<file path="config.mk">
export PLATFORM = sky130hd
export DESIGN_NAME = wb_periph_ic_1xn_flat
export DESIGN_NICKNAME = d
export VERILOG_FILES = /design/src/rtl/wb_periph_ic_1xn_if.sv /design/src/rtl/wb_periph_ic_1xn.sv /design/src/flat_wrapper.sv
export SDC_FILE = /design/constraint.sdc
export NUM_CORES = 1
export LEC_CHECK = 0
export BUFFER_PORTS_ARGS = -buffer_cell sky130_fd_sc_hd__buf_2
export CAP_MARGIN = 0
export CORE_AREA = 2 2 211 213
export DETAILED_ROUTE_END_ITERATION = 6
export DIE_AREA = 0 0 213 215
export PLACE_DENSITY = 0.34
export SLEW_MARGIN = 10
export SYNTH_ARGS = -nofsm -noshare
export SYNTH_HDL_FRONTEND = slang
export SYNTH_SLANG_ARGS = --single-unit
</file>
<file path="constraint.sdc">
create_clock -name clk -period 1.5 [get_ports clk]
set_input_delay 0.075 -clock clk [delete_from_list [all_inputs] [get_ports clk]]
set_output_delay 0.075 -clock clk [all_outputs]
set_load 0.03 [all_outputs]
</file>
<file path="src/rtl/wb_periph_ic_1xn_if.sv">
// Wishbone bus bundle used for the upstream port of wb_periph_ic_1xn.
// The master drives the request and the slave drives the response.
interface wb_if #(
    parameter int ADDR_W = 32,
    parameter int DATA_W = 32
);
    logic [ADDR_W-1:0]   adr;
    logic [DATA_W-1:0]   dat_w;
    logic [DATA_W-1:0]   dat_r;
    logic                cyc;
    logic                stb;
    logic                we;
    logic [DATA_W/8-1:0] sel;
    logic                ack;
    logic                err;

    modport master (
        output adr, dat_w, cyc, stb, we, sel,
        input  dat_r, ack, err
    );

    modport slave (
        input  adr, dat_w, cyc, stb, we, sel,
        output dat_r, ack, err
    );
endinterface

</file>
<file path="src/rtl/wb_periph_ic_1xn.sv">
// Registered 1-to-N Wishbone peripheral decoder.
// The upstream address is truncated to the subsystem window, decoded against a
// per-slave base/limit map (lowest index wins on overlap) and forwarded to one
// downstream port. Unmapped accesses get an error response.
// Optional bus watchdog: define WB_PERIPH_IC_TIMEOUT_EN to terminate hung
// transfers with an error and latch the offset of the first timeout.
module wb_periph_ic_1xn #(
    parameter int WB_ADDR_WIDTH     = 32,
    parameter int WB_DATA_WIDTH     = 32,
    parameter int SUBSYS_ADDR_WIDTH = 12,
    parameter int N_SLAVES          = 4,
    parameter logic [N_SLAVES*SUBSYS_ADDR_WIDTH-1:0] SLAVE_ADDR_BASE  = '0,
    parameter logic [N_SLAVES*SUBSYS_ADDR_WIDTH-1:0] SLAVE_ADDR_LIMIT = '1,
    parameter int TIMEOUT_CYCLES    = 255
) (
    input  logic                                  clk,
    input  logic                                  rstn,
    wb_if.slave                                   s,
    output logic [N_SLAVES*WB_ADDR_WIDTH-1:0]     m_adr,
    output logic [N_SLAVES*WB_DATA_WIDTH-1:0]     m_dat_w,
    output logic [N_SLAVES*(WB_DATA_WIDTH/8)-1:0] m_sel,
    output logic [N_SLAVES-1:0]                   m_we,
    output logic [N_SLAVES-1:0]                   m_cyc,
    output logic [N_SLAVES-1:0]                   m_stb,
    input  logic [N_SLAVES*WB_DATA_WIDTH-1:0]     m_dat_r,
    input  logic [N_SLAVES-1:0]                   m_ack,
    input  logic [N_SLAVES-1:0]                   m_err,
    output logic                                  to_valid,
    output logic [SUBSYS_ADDR_WIDTH-1:0]          to_addr,
    input  logic                                  to_clr
);
    localparam int AW    = WB_ADDR_WIDTH;
    localparam int DW    = WB_DATA_WIDTH;
    localparam int SW    = SUBSYS_ADDR_WIDTH;
    localparam int SEL_W = WB_DATA_WIDTH / 8;

    typedef enum logic [1:0] {IDLE, ACTIVE, RESP} state_t;

    state_t            state_q, state_d;
    logic [SW-1:0]     off_q;
    logic [DW-1:0]     dat_w_q;
    logic [SEL_W-1:0]  sel_q;
    logic              we_q;
    logic [N_SLAVES-1:0] sel_oh_q;
    logic              ack_q, ack_d;
    logic              err_q, err_d;
    logic [DW-1:0]     rdat_q, rdat_d;
    logic              load;
    logic [N_SLAVES-1:0] hit;
    logic              active;
    logic              sel_ack, sel_err;
    logic [DW-1:0]     sel_rdat;
    logic              unused_bits;

    // One-hot address decode; scanning downward lets the lowest index win.
    function automatic logic [N_SLAVES-1:0] decode(input logic [SW-1:0] off);
        logic [N_SLAVES-1:0] oh;
        oh = '0;
        for (int i = N_SLAVES - 1; i >= 0; i--) begin
            if (off >= SLAVE_ADDR_BASE[i*SW +: SW] && off <= SLAVE_ADDR_LIMIT[i*SW +: SW]) begin
                oh    = '0;
                oh[i] = 1'b1;
            end
        end
        return oh;
    endfunction

    assign hit     = decode(s.adr[SW-1:0]);
    assign active  = (state_q == ACTIVE);
    assign sel_ack = |(m_ack & sel_oh_q);
    assign sel_err = |(m_err & sel_oh_q);

    // Pick the read data of the selected slave; other slaves are masked out.
    always_comb begin
        sel_rdat = '0;
        for (int i = 0; i < N_SLAVES; i++) begin
            if (sel_oh_q[i]) begin
                sel_rdat = sel_rdat | m_dat_r[i*DW +: DW];
            end
        end
    end

    // Control strobes go only to the selected slave while a transfer is open.
    assign m_cyc = active ? sel_oh_q : '0;
    assign m_stb = active ? sel_oh_q : '0;
    assign m_we  = (active && we_q) ? sel_oh_q : '0;

    // Address, data and selects are broadcast; the address is the window offset.
    for (genvar g = 0; g < N_SLAVES; g++) begin : g_bcast
        assign m_adr[g*AW +: AW]         = AW'(off_q);
        assign m_dat_w[g*DW +: DW]       = dat_w_q;
        assign m_sel[g*SEL_W +: SEL_W]   = sel_q;
    end

    assign s.ack   = ack_q;
    assign s.err   = err_q;
    assign s.dat_r = rdat_q;

`ifdef WB_PERIPH_IC_TIMEOUT_EN
    localparam logic [15:0] TO_LAST = 16'(TIMEOUT_CYCLES - 1);

    logic [15:0]   timer_q;
    logic          to_fire;
    logic          to_valid_q;
    logic [SW-1:0] to_addr_q;

    assign to_valid    = to_valid_q;
    assign to_addr     = to_addr_q;
    assign unused_bits = ^s.adr[AW-1:SW];
`else
    localparam int unused_timeout = TIMEOUT_CYCLES;

    // Without the watchdog the status outputs are constant and to_clr is inert.
    assign to_valid    = 1'b0;
    assign to_addr     = '0;
    assign unused_bits = ^{s.adr[AW-1:SW], to_clr};
`endif

    // Next-state and response decision for the transfer FSM.
    always_comb begin
        state_d = state_q;
        ack_d   = 1'b0;
        err_d   = 1'b0;
        rdat_d  = rdat_q;
        load    = 1'b0;
`ifdef WB_PERIPH_IC_TIMEOUT_EN
        to_fire = 1'b0;
`endif
        case (state_q)
            IDLE: begin
                if (s.cyc && s.stb) begin
                    load = 1'b1;
                    if (|hit) begin
                        state_d = ACTIVE;
                    end else begin
                        state_d = RESP;
                        err_d   = 1'b1;
                        rdat_d  = '0;
                    end
                end
            end
            ACTIVE: begin
                if (!s.cyc) begin
                    // Master abandoned the cycle: close it silently.
                    state_d = IDLE;
                end else if (sel_ack || sel_err) begin
                    state_d = RESP;
                    err_d   = sel_err;
                    ack_d   = !sel_err;
                    rdat_d  = we_q ? '0 : sel_rdat;
`ifdef WB_PERIPH_IC_TIMEOUT_EN
                end else if (timer_q == TO_LAST) begin
                    state_d = RESP;
                    err_d   = 1'b1;
                    rdat_d  = '0;
                    to_fire = 1'b1;
`endif
                end
            end
            RESP: begin
                state_d = IDLE;
            end
            default: begin
                state_d = IDLE;
            end
        endcase
    end

    // State, captured request and upstream response registers.
    always_ff @(posedge clk or negedge rstn) begin
        if (!rstn) begin
            state_q  <= IDLE;
            off_q    <= '0;
            dat_w_q  <= '0;
            sel_q    <= '0;
            we_q     <= 1'b0;
            sel_oh_q <= '0;
            ack_q    <= 1'b0;
            err_q    <= 1'b0;
            rdat_q   <= '0;
        end else begin
            state_q <= state_d;
            ack_q   <= ack_d;
            err_q   <= err_d;
            rdat_q  <= rdat_d;
            if (load) begin
                off_q    <= s.adr[SW-1:0];
                dat_w_q  <= s.dat_w;
                sel_q    <= s.sel;
                we_q     <= s.we;
                sel_oh_q <= hit;
            end
        end
    end

`ifdef WB_PERIPH_IC_TIMEOUT_EN
    // Watchdog counter: held at zero in IDLE so every ACTIVE phase starts fresh.
    always_ff @(posedge clk or negedge rstn) begin
        if (!rstn) begin
            timer_q <= '0;
        end else if (active) begin
            timer_q <= timer_q + 16'd1;
        end else begin
            timer_q <= '0;
        end
    end

    // Sticky timeout status; a new timeout beats a simultaneous clear.
    always_ff @(posedge clk or negedge rstn) begin
        if (!rstn) begin
            to_valid_q <= 1'b0;
            to_addr_q  <= '0;
        end else if (to_fire) begin
            to_valid_q <= 1'b1;
            if (!to_valid_q) begin
                to_addr_q <= off_q;
            end
        end else if (to_clr) begin
            to_valid_q <= 1'b0;
        end
    end
`endif
endmodule

</file>
<file path="src/flat_wrapper.sv">
// flat-port wrapper written by rule: the top's interface ports become plain ports
module wb_periph_ic_1xn_flat 
#(
    parameter int WB_ADDR_WIDTH     = 32,
    parameter int WB_DATA_WIDTH     = 32,
    parameter int SUBSYS_ADDR_WIDTH = 12,
    parameter int N_SLAVES          = 4,
    parameter logic [N_SLAVES*SUBSYS_ADDR_WIDTH-1:0] SLAVE_ADDR_BASE  = '0,
    parameter logic [N_SLAVES*SUBSYS_ADDR_WIDTH-1:0] SLAVE_ADDR_LIMIT = '1,
    parameter int TIMEOUT_CYCLES    = 255
)
  (clk, rstn, m_adr, m_dat_w, m_sel, m_we, m_cyc, m_stb, m_dat_r, m_ack, m_err, to_valid, to_addr, to_clr, s_adr, s_dat_w, s_cyc, s_stb, s_we, s_sel, s_dat_r, s_ack, s_err);
  wb_if #(.ADDR_W((32)), .DATA_W((32))) s_i ();
  input  logic clk;
  input  logic rstn;
  output logic [N_SLAVES*WB_ADDR_WIDTH-1:0] m_adr;
  output logic [N_SLAVES*WB_DATA_WIDTH-1:0] m_dat_w;
  output logic [N_SLAVES*(WB_DATA_WIDTH/8)-1:0] m_sel;
  output logic [N_SLAVES-1:0] m_we;
  output logic [N_SLAVES-1:0] m_cyc;
  output logic [N_SLAVES-1:0] m_stb;
  input  logic [N_SLAVES*WB_DATA_WIDTH-1:0] m_dat_r;
  input  logic [N_SLAVES-1:0] m_ack;
  input  logic [N_SLAVES-1:0] m_err;
  output logic to_valid;
  output logic [SUBSYS_ADDR_WIDTH-1:0] to_addr;
  input  logic to_clr;
  input wire logic [$bits(s_i.adr)-1:0] s_adr;
  input wire logic [$bits(s_i.dat_w)-1:0] s_dat_w;
  input wire logic [$bits(s_i.cyc)-1:0] s_cyc;
  input wire logic [$bits(s_i.stb)-1:0] s_stb;
  input wire logic [$bits(s_i.we)-1:0] s_we;
  input wire logic [$bits(s_i.sel)-1:0] s_sel;
  output wire logic [$bits(s_i.dat_r)-1:0] s_dat_r;
  output wire logic [$bits(s_i.ack)-1:0] s_ack;
  output wire logic [$bits(s_i.err)-1:0] s_err;
  assign s_i.adr = s_adr;
  assign s_i.dat_w = s_dat_w;
  assign s_i.cyc = s_cyc;
  assign s_i.stb = s_stb;
  assign s_i.we = s_we;
  assign s_i.sel = s_sel;
  assign s_dat_r = s_i.dat_r;
  assign s_ack = s_i.ack;
  assign s_err = s_i.err;
  wb_periph_ic_1xn #(.WB_ADDR_WIDTH(WB_ADDR_WIDTH), .WB_DATA_WIDTH(WB_DATA_WIDTH), .SUBSYS_ADDR_WIDTH(SUBSYS_ADDR_WIDTH), .N_SLAVES(N_SLAVES), .SLAVE_ADDR_BASE(SLAVE_ADDR_BASE), .SLAVE_ADDR_LIMIT(SLAVE_ADDR_LIMIT), .TIMEOUT_CYCLES(TIMEOUT_CYCLES)) u_core (.clk(clk), .rstn(rstn), .s(s_i), .m_adr(m_adr), .m_dat_w(m_dat_w), .m_sel(m_sel), .m_we(m_we), .m_cyc(m_cyc), .m_stb(m_stb), .m_dat_r(m_dat_r), .m_ack(m_ack), .m_err(m_err), .to_valid(to_valid), .to_addr(to_addr), .to_clr(to_clr));
endmodule
</file>
==> impl_results.md, run 1 <==
* Multi-input gate area at roughly 1800 µm²
* Non-Filler Instances at 1377
* Synthesis-to-layout area growth at 38.9%
* Clk_lat worst skew at roughly 0.38 ns
* Adder-Cell Fraction of Synth Area at 0
* Leakage at 3.89 nW
* Register area share after synthesis at 0.387
* Post-Syn Area at roughly 5600 µm²
* Fmax at ~670 MHz
* Top Ports at approximately 540
* Initial antenna violation count at 3
* Initial Utilization at 0.128
* Core area at between 40000 and 50000 µm²
* Post-Synth XOR/XNOR Area at 0
* First-pass GRT wire length at 20100 µm
* WP buf/inv at 2
* Max-Cap Viols at 0
* Slew Limit Fails at 0
* Dpl ws at -0.0579 ns
* Vias at about 4000
* Post-layout util at 0.177
* Met3 GRT Util at 0.0257
* Yosys reg bits at between 80 and 90
* Final Net Count at between 900 and 1000
* H-Tree Level Count at 3
* GRT Total Usage at 0.0613
* Routed WL at approximately 15000 µm
* Met2 Usage GRT at 0.107
* CP Max Fanout at 4
* Share of layout cells above drive strength 1 at 0.522
* Critical Path Slowest Stage Cell: dfrtp_1
* Delay-heaviest family, CP: flip-flops
* Total CTS buffers at 9
* Largest net degree at the start of global routing at a little under 90
* DIE WIDTH at 213 µm
* Post-synthesis compound-gate area fraction at 0.0739
* Setup ws final at approximately 0.0016 ns
* Worst path cell trace: buf_6, and3b_2, and2_4, buf_6
* FILL cells at 4871
* Drt pass-1 iters at 4
* CTS Sinks at 86
* M1 GR Usage at 0.0580
* Main combinational cell family by area after synthesis: buffers and inverters
* Worst vdd ir at roughly 0.72 mV
* Cell count after placement at roughly 1300
* Commonest non-fill, non-tap cell in the layout: buf_2
* WP data arrival at 1.42 ns
* Cells after Synth at slightly above 500
* Critical path class: reg -> out
* Synthesis warning total at 0
* DP HPWL at approximately 10000 µm
* Most frequent cells in the layout: buf_2, conb_1, dfrtp_1
* Setup Skew at 0.00509 ns
* Busiest layer in global routing: met2
* Final hold slack at roughly 0.048 ns
* Status: complete, no violations
* Total power at 0.0115 W
* Synth Area in Simple Gates at 0.0375
* Critical Path Source Type: flop
* Final period util at 0.999
* Die height at between 200 and 250 µm
* Post-synthesis mux area share at 0.132
* Number of I/O port buffers at roughly 320
* WL/cell at approximately 11 µm
* Initial DRC Count at about 110
* Vias/cell at between 2 and 3
* RSZ-0062 raised after global routing: yes
* Die area at about 46000 µm²
* Slew @ Worst Pin at about 0.52 ns
* CP endpoint kind: output pin
* GP Congestion at ~0.6
* CTS tree: done
* CP peak stage delay at approximately 0.40 ns
* Cell Pwr Density at roughly 1500 nW/µm²
* Clock Tree Buf Depth at 2
* Distinct cell type count after synthesis at 21
* Crit path time final at 1.50 ns
* Vias in the first global route at 3472
* Register area at roughly 2200 µm²
* Syn_area_per_cell at 10.8 µm²
* Post-route ant nets at 0
* Clock slew at reported path FFs at roughly 0.060 ns
* Drc violations at 0
* # rows at 77
* CTS root buffer: clkbuf_16
* Worst rel slew slack at 0.656
* Hold Crit Class: in -> reg
* Most frequent CP cell: buf_6
* Final hold vios at 0
* Total grt overflow at 0
* Final Setup Violations at 0
* Worst Path Required at between 1 and 1.5 ns
registers in the layout, summed over array words and instances, names as in the netlist:
name             count
u_core.we_q          1
u_core.state_q       2
u_core.sel_q         4
u_core.dat_w_q      32
u_core.s.ack         1
u_core.s.err         1
u_core.sel_oh_q      1
u_core.off_q        12
u_core.s.dat_r      32
final cells by class:
class                           instances  area share
Tap cell                              592      0.0958
Sequential cell                        86       0.278
Clock buffer                           13      0.0350
Clock inverter                          3     0.00842
Timing Repair Buffer                  422       0.355
Antenna cell                            1    0.000324
Multi-Input combinational cell        260       0.227
worst paths after layout:
check | from | endpoint | slack [ns] | cells after the start
max in group asynchronous | rstn | u_core.s.dat_r[5] | 0.79 | 3
setup reg to reg | u_core.state_q[1] | u_core.dat_w_q[4] | 0.01 | 4
hold / removal | s_stb | u_core.state_q[0] | 0.05 | 3
min in group asynchronous | rstn | u_core.dat_w_q[11] | 0.30 | 3
hold reg to reg | u_core.s.dat_r[11] | u_core.s.dat_r[11] | 0.50 | 2
setup / recovery | u_core.state_q[1] | m_we[0] | 0.002 | 4
worst register-to-register path, stage by stage (launching register included):
cell and delay (ns):
dfrtp_1 0.40, and4bb_4 0.32, buf_12 0.16, clkbuf_16 0.20
mux2_4 0.30
synth_stat cells:
cell type | count | share of area
o22ai_1 | 1 | 0.0011
nor2_1 | 2 | 0.0013
mux2_4 | 49 | 0.13
buf_12 | 5 | 0.018
and4bb_1 | 2 | 0.0045
and3_1 | 1 | 0.0011
or2_2 | 1 | 0.0011
and3b_2 | 1 | 0.0018
buf_6 | 1 | 0.0020
o21ai_0 | 32 | 0.029
dfrtp_1 | 86 | 0.39
o31ai_2 | 1 | 0.0022
conb_1 | 1 | 0.00067
buf_2 | 8 | 0.0072
buf_4 | 250 | 0.34
clkbuf_1 | 7 | 0.0047
nand4b_1 | 1 | 0.0016
and2_1 | 1 | 0.0011
o31ai_1 | 31 | 0.042
nand2_1 | 33 | 0.022
nor3b_1 | 2 | 0.0027
timing repair:
| action | CTS | global route |
|---|---|---|
| hold buffers | 85 | 0 |
| buffers inserted | 1 | 0 |
| pin swaps | 2 | 0 |
| cloned | 0 | 2 |
| gates resized for setup | 8 | 8 |
| hold endpoints to repair | 171 | 0 |
| endpoints found under the setup margin | 71 | 45 |
power breakdown:
group	total [W]	internal, W	switching, W
registers	0.00316	0.00273	0.000425
logic	0.00574	0.00172	0.00402
clock network	0.00261	0.00159	0.00102
total	0.0115	0.00605	0.00547
metrics by stage:
stage	TNS [ns]	cell area, µm²
after floorplan	0	5950
after global placement	-2.37	6410
after detailed placement	-1.89	6410
after CTS	-0.0699	7650
after global routing	-1.23	7730
final	0	7730
logic make-up after synthesis:
family / after synthesis
DFF: 86
AOI/OAI and AO/OA: 65
and+or+nand+nor: 44
muxes: 49
other: 1
buffers and inverters: 271
routing by layer:
layer	up-vias	part of all wire	wire length, µm
li1	1870	-	-
met1	1840	0.36	5490
met2	253	0.51	7650
met3	18	0.10	1510
met4	4	0.027	404
met5	-	0.0023	34
Power figures use the tool's default switching activity.
==> run 2: changes to the inputs <==
- PLACE_DENSITY: 0.34 -> unset
- PLACE_DENSITY_LB_ADDON: unset -> 0.3
==> run 2 against run 1 <==
Compared with the run above: the flow now finishes with violations (setup timing); hold slack gained 0.031 ns; count of clock-buffer cells in the layout shrank 3; sequential share of layout area grew 0.14 points; cell count fell by 0.36%; global-route usage increased by 0.14 points; sequential cell count is the same; routed wire length up 5.9%; clock skew is 0.0073 ns higher; critical path depth unchanged; final area shrank 0.49%; largest cell class unchanged; largest power group unchanged.
==> impl_results.md, run 2 (synthesis results as in run 1) <==
* Max layer used: met4
* CTS root buffer: clkbuf_16
* CTS tree: done
* Vias in the first global route at 3568
* Post-layout util at 0.176
* Vias/cell at around 2.9
* WL/cell at 11.7 µm
* Leakage at ~3.9 nW
* Comb power frac at 0.500
* Total CTS buffers at 9
* GP Congestion at between 0.6 and 0.7
* CP startpoint: u_core.state_q[1]
* FILL cells at between 4000 and 5000
* # rows at 77
* Crit Reg-Reg Startpoint: u_core.state_q[1]
* CTS Sinks at 86
* Final Setup Violations at 7
* Routed length on met2 at 8180 µm
* Share of layout cells above drive strength 1 at 0.517
* Initial antenna violation count at 3
* Clock network power share at 0.222
* Initial DRC Count at 82
* H-Tree Level Count at 3
* Synthesis-to-layout area growth at 38.2%
* Largest net degree at the start of global routing at 67
* Critical path class: reg -> reg
* Setup TNS at -0.0579 ns
* CP Max Fanout at 7
* DIE WIDTH at between 200 and 250 µm
* Post-route ant nets at 0
* Finished Cell Area at approximately 7700 µm²
* Worst Path Required at 1.74 ns
* Initial Utilization at 0.128
* Slew @ Worst Pin at 0.516 ns
* Status: finished, violations left
* Max-Cap Viols at 0
* Sequential Power Share at 0.278
* Origin of the worst min-delay path: s_stb
* Critical Path Source Type: flop
* RSZ-0062 raised after global routing: yes
* Dpl ws at around 0.03 ns
* Failing checks: setup timing
* Clock Tree Buf Depth at 2
* First-pass GRT wire length at a little over 20000 µm
* Placed Area at around 6400 µm²
* Worst rel slew slack at 0.656
* Commonest non-fill, non-tap cell in the layout: buf_2
* Internal cell power at between 0.005 and 0.006 W
* Most frequent cells in the layout: buf_2, conb_1, dfrtp_1
* DP HPWL at ~11000 µm
* M1 WL at 6070 µm
* Vias at ~4000
* Final period util at 1.01
* Sw Ratio at 0.483
* Final Net Count at approximately 980
* Worst vdd ir at between 0.5 and 0.6 mV
* Cell Pwr Density at approximately 1500 nW/µm²
* Setup ws final at -0.0115 ns
* Clk_lat worst skew at 0.37 ns
* Crit path time final at approximately 1.5 ns
* Drc violations at 0
* Number of I/O port buffers at around 320
* Top Ports at ~540
* Hold Crit Class: in -> reg
* Met3 WL at 1470 µm
* Setup Skew at between 0.01 and 0.015 ns
* Drt pass-1 iters at 4
* Slew Limit Fails at 0
* Total grt overflow at 0
* Core area at 43600 µm²
* Clock slew at reported path FFs at about 0.07 ns
* GRT Total Usage at 0.0628
* P_sw at ~0.0056 W
* Final hold vios at 0
* Die area at around 46000 µm²
* Final hold slack at 0.0781 ns
* CP endpoint kind: flop
* Die height at roughly 220 µm
* WP data arrival at 1.75 ns
* Fmax at around 660 MHz
* Routed WL at 16000 µm
==> run 2: cell count changes in the layout (fill, tap and decap cells not counted), moves of 2 or more <==
| cell | before | now |
|---|---|---|
| o21ai_0 | 30 | 12 |
| buf_16 | 2 | 0 |
| buf_4 | 11 | 6 |
| clkinvlp_4 | 0 | 2 |
| o21ai_1 | 2 | 20 |
| clkbuf_8 | 3 | 1 |
| buf_2 | 313 | 311 |
| buf_12 | 4 | 8 |
==> run 2: worst max-delay path: stages, from the launching register on <==
cell and delay [ns]:
dfrtp_1 0.39, and4bb_4 0.41, buf_12 0.13, clkbuf_16 0.15
mux2_4 0.30
==> run 2: final timing paths <==
path	depth (start not counted)	slack [ns]	endpoint
max in group asynchronous	3	0.70	u_core.dat_w_q[12]
setup / recovery	4	-0.01	u_core.dat_w_q[11]
hold / removal	3	0.08	u_core.state_q[0]
min in group asynchronous	2	0.24	u_core.dat_w_q[26]
hold reg to reg	2	0.48	u_core.s.dat_r[26]
setup reg to reg	4	-0.01	u_core.dat_w_q[11]
==> run 2: area by class of cell <==
cell class,instances,area (µm²),area share
flip-flops and latches,86,2150,0.280
diodes,2,5.00,0.000651
clock buffers,10,239,0.0311
multi-input cells,260,1750,0.228
repair buffers,417,2720,0.353
well taps,592,741,0.0963
clock inverters,5,83.8,0.0109
==> run 2: power by group through the flow <==
stage	clock network [W]	logic [W]	registers (W)
6_report	0.00255	0.00575	0.00320
4_1_cts	0.00274	0.00574	0.00321
5_1_grt	0.00278	0.00606	0.00328
2_1_floorplan	0	0.00457	0.00397
3_5_place_dp	0	0.00554	0.00324
3_3_place_gp	0	0.00557	0.00322
==> run 2: metal layers <==
metal,track usage,vias to the layer above
met5,0,-
met2,0.114,255
li1,-,1874
met4,0.0273,0
met3,0.0254,15
met1,0.0619,1854
==> run 2: what timing repair did <==
action,in CTS,in global routing
endpoints found under the setup margin,3,51
endpoints found under the hold margin,115,0
setup buffers,0,2
resized for setup,9,23
gates cloned,0,3
hold buffers,85,0
==> run 2: stage by stage <==
step / total power, W / instances
3_5_place_dp: 0.00878 / 1265
5_1_grt: 0.0121 / 1372
6_report: 0.0115 / 1372
2_1_floorplan: 0.00854 / 617
3_3_place_gp: 0.00879 / 1265
4_1_cts: 0.0117 / 1365
==> run 3: changes to the inputs <==
- PLACE_DENSITY_LB_ADDON: 0.3 -> unset
==> run 3 against run 2 <==
Compared with the run above: highest routed layer is now met5; global-route usage about the same; die area unchanged; setup slack better by 0.0089 ns; the run still ends with setup timing left; first-iteration DRC count up 34%.
==> impl_results.md, run 3 (synthesis results as in run 1) <==
* Slew @ Worst Pin at approximately 0.55 ns
* Max-Cap Viols at 0
* Post-layout util at 0.176
* Die area at around 46000 µm²
* Final hold vios at 0
* Worst vdd ir at between 0.5 and 0.6 mV
* Clock slew at reported path FFs at 0.06 ns
* Number of I/O port buffers at about 320
* DP HPWL at between 10000 and 15000 µm
* CTS tree: done
* Comb power frac at 0.490
* H-Tree Level Count at 3
* Commonest non-fill, non-tap cell in the layout: buf_2
* Sequential Power Share at 0.278
* Crit path time final at ~1.5 ns
* Most frequent cells in the layout: buf_2, conb_1, dfrtp_1
* Final period util at 1.00
* Drc violations at 0
* CTS root buffer: clkbuf_16
* Clk_lat worst skew at approximately 0.37 ns
* Initial antenna violation count at 3
* Fmax at between 600 and 700 MHz
* Setup Skew at 0.0112 ns
* GRT Total Usage at 0.0626
* Internal cell power at a little over 0.006 W
* Initial DRC Count at between 100 and 150
* Routed length on met2 at 7810 µm
* Max layer used: met5
* GP Congestion at between 0.6 and 0.7
* # rows at between 70 and 80
* CP Max Fanout at 12
* Total CTS buffers at 9
* CP endpoint kind: flop
* Worst Path Required at 1.75 ns
* Vias at 4130
* Hold Crit Class: in -> reg
* Synthesis-to-layout area growth at 37.9%
* Die height at around 220 µm
* Cell Pwr Density at 1520 nW/µm²
* WP data arrival at roughly 1.8 ns
* M1 WL at just under 6000 µm
* Clock Tree Buf Depth at 2
* Initial Utilization at 0.128
* Top Ports at ~540
* Finished Cell Area at between 7000 and 8000 µm²
* WL/cell at roughly 11 µm
* Multi-input gate area at between 1500 and 2000 µm²
* P_sw at about 0.0056 W
* FILL cells at 4839
* Vias/cell at about 3
* Failing checks: setup timing
* Final hold slack at between 0.06 and 0.07 ns
* Core area at about 44000 µm²
* RSZ-0062 raised after global routing: yes
* Share of layout cells above drive strength 1 at 0.520
* Status: finished, violations left
* DIE WIDTH at approximately 210 µm
* Routed WL at around 16000 µm
* Met3 WL at roughly 1400 µm
* Clock network power share at 0.232
* Sw Ratio at 0.477
* Vias in the first global route at ~3700
* Critical path class: reg -> reg
* Largest net degree at the start of global routing at 67
* CTS Sinks at between 80 and 90
* Dpl ws at -0.0402 ns
* Worst rel slew slack at 0.634
* Cell count after placement at 1265
* First-pass GRT wire length at 20900 µm
* Slew Limit Fails at 0
* Final Net Count at between 900 and 1000
* Setup ws final at -0.00263 ns
* Total grt overflow at 0
* Worst R2R Setup Slack at -0.003 ns
* Final Setup Violations at 2
* Drt pass-1 iters at 4
* Placed Area at about 6400 µm²
* Leakage at 3.85 nW
* Non-Filler Instances at roughly 1400
* Post-route ant nets at 0
* Critical Path Source Type: flop
* Register area at 2150 µm²
[run 3: power groups by stage]
stage          sequential, W  clock, W  combinational [W]
5_1_grt              0.00330   0.00291            0.00601
4_1_cts              0.00324   0.00289            0.00569
3_3_place_gp         0.00325         0            0.00550
2_1_floorplan        0.00397         0            0.00457
3_5_place_dp         0.00328         0            0.00550
6_report             0.00325   0.00270            0.00571
[run 3: cell type report]
type	instances	area share
clock buffers	11	0.0316
flip-flops and latches	86	0.280
clock inverters	5	0.0139
well taps	592	0.0965
repair buffers	415	0.346
diodes	1	0.000326
multi-input cells	260	0.231
[run 3: final timing paths]
path / from / to / cells after the start
max: u_core.state_q[0] / u_core.dat_w_q[23] / 4
min: s_stb / u_core.state_q[0] / 3
max reg2reg: u_core.state_q[0] / u_core.dat_w_q[23] / 4
min reg2reg: u_core.s.dat_r[4] / u_core.s.dat_r[4] / 2
max in group asynchronous: rstn / u_core.state_q[0] / 3
min in group asynchronous: rstn / u_core.off_q[0] / 3
[run 3: critical path, stage by stage, from the launching register on]
cell	delay (ns)
dfrtp_1	0.38
and4bb_4	0.34
buf_12	0.15
clkbuf_16	0.20
mux2_4	0.31
[run 3: metal layers]
layer / track usage / up-vias
li1: - / 1865
met1: 0.0622 / 1970
met2: 0.112 / 273
met3: 0.0253 / 20
met4: 0.0303 / 2
met5: 0 / -
[run 3: timing repair]
item                                   CTS  global route
gates resized for setup                  3            13
hold buffers                            85             0
endpoints found under the hold margin  170             0
buffers inserted                         0             2
setup endpoints to repair               26            48
pin swaps                                1             1
cloned                                   0             1
[run 3: metrics by stage]
stage	power [W]	TNS, ns
after CTS	0.0118	-0.640
after detailed placement	0.00878	-0.627
final	0.0117	-0.00286
after global routing	0.0122	-0.929
after global placement	0.00875	-0.254
after floorplan	0.00854	0
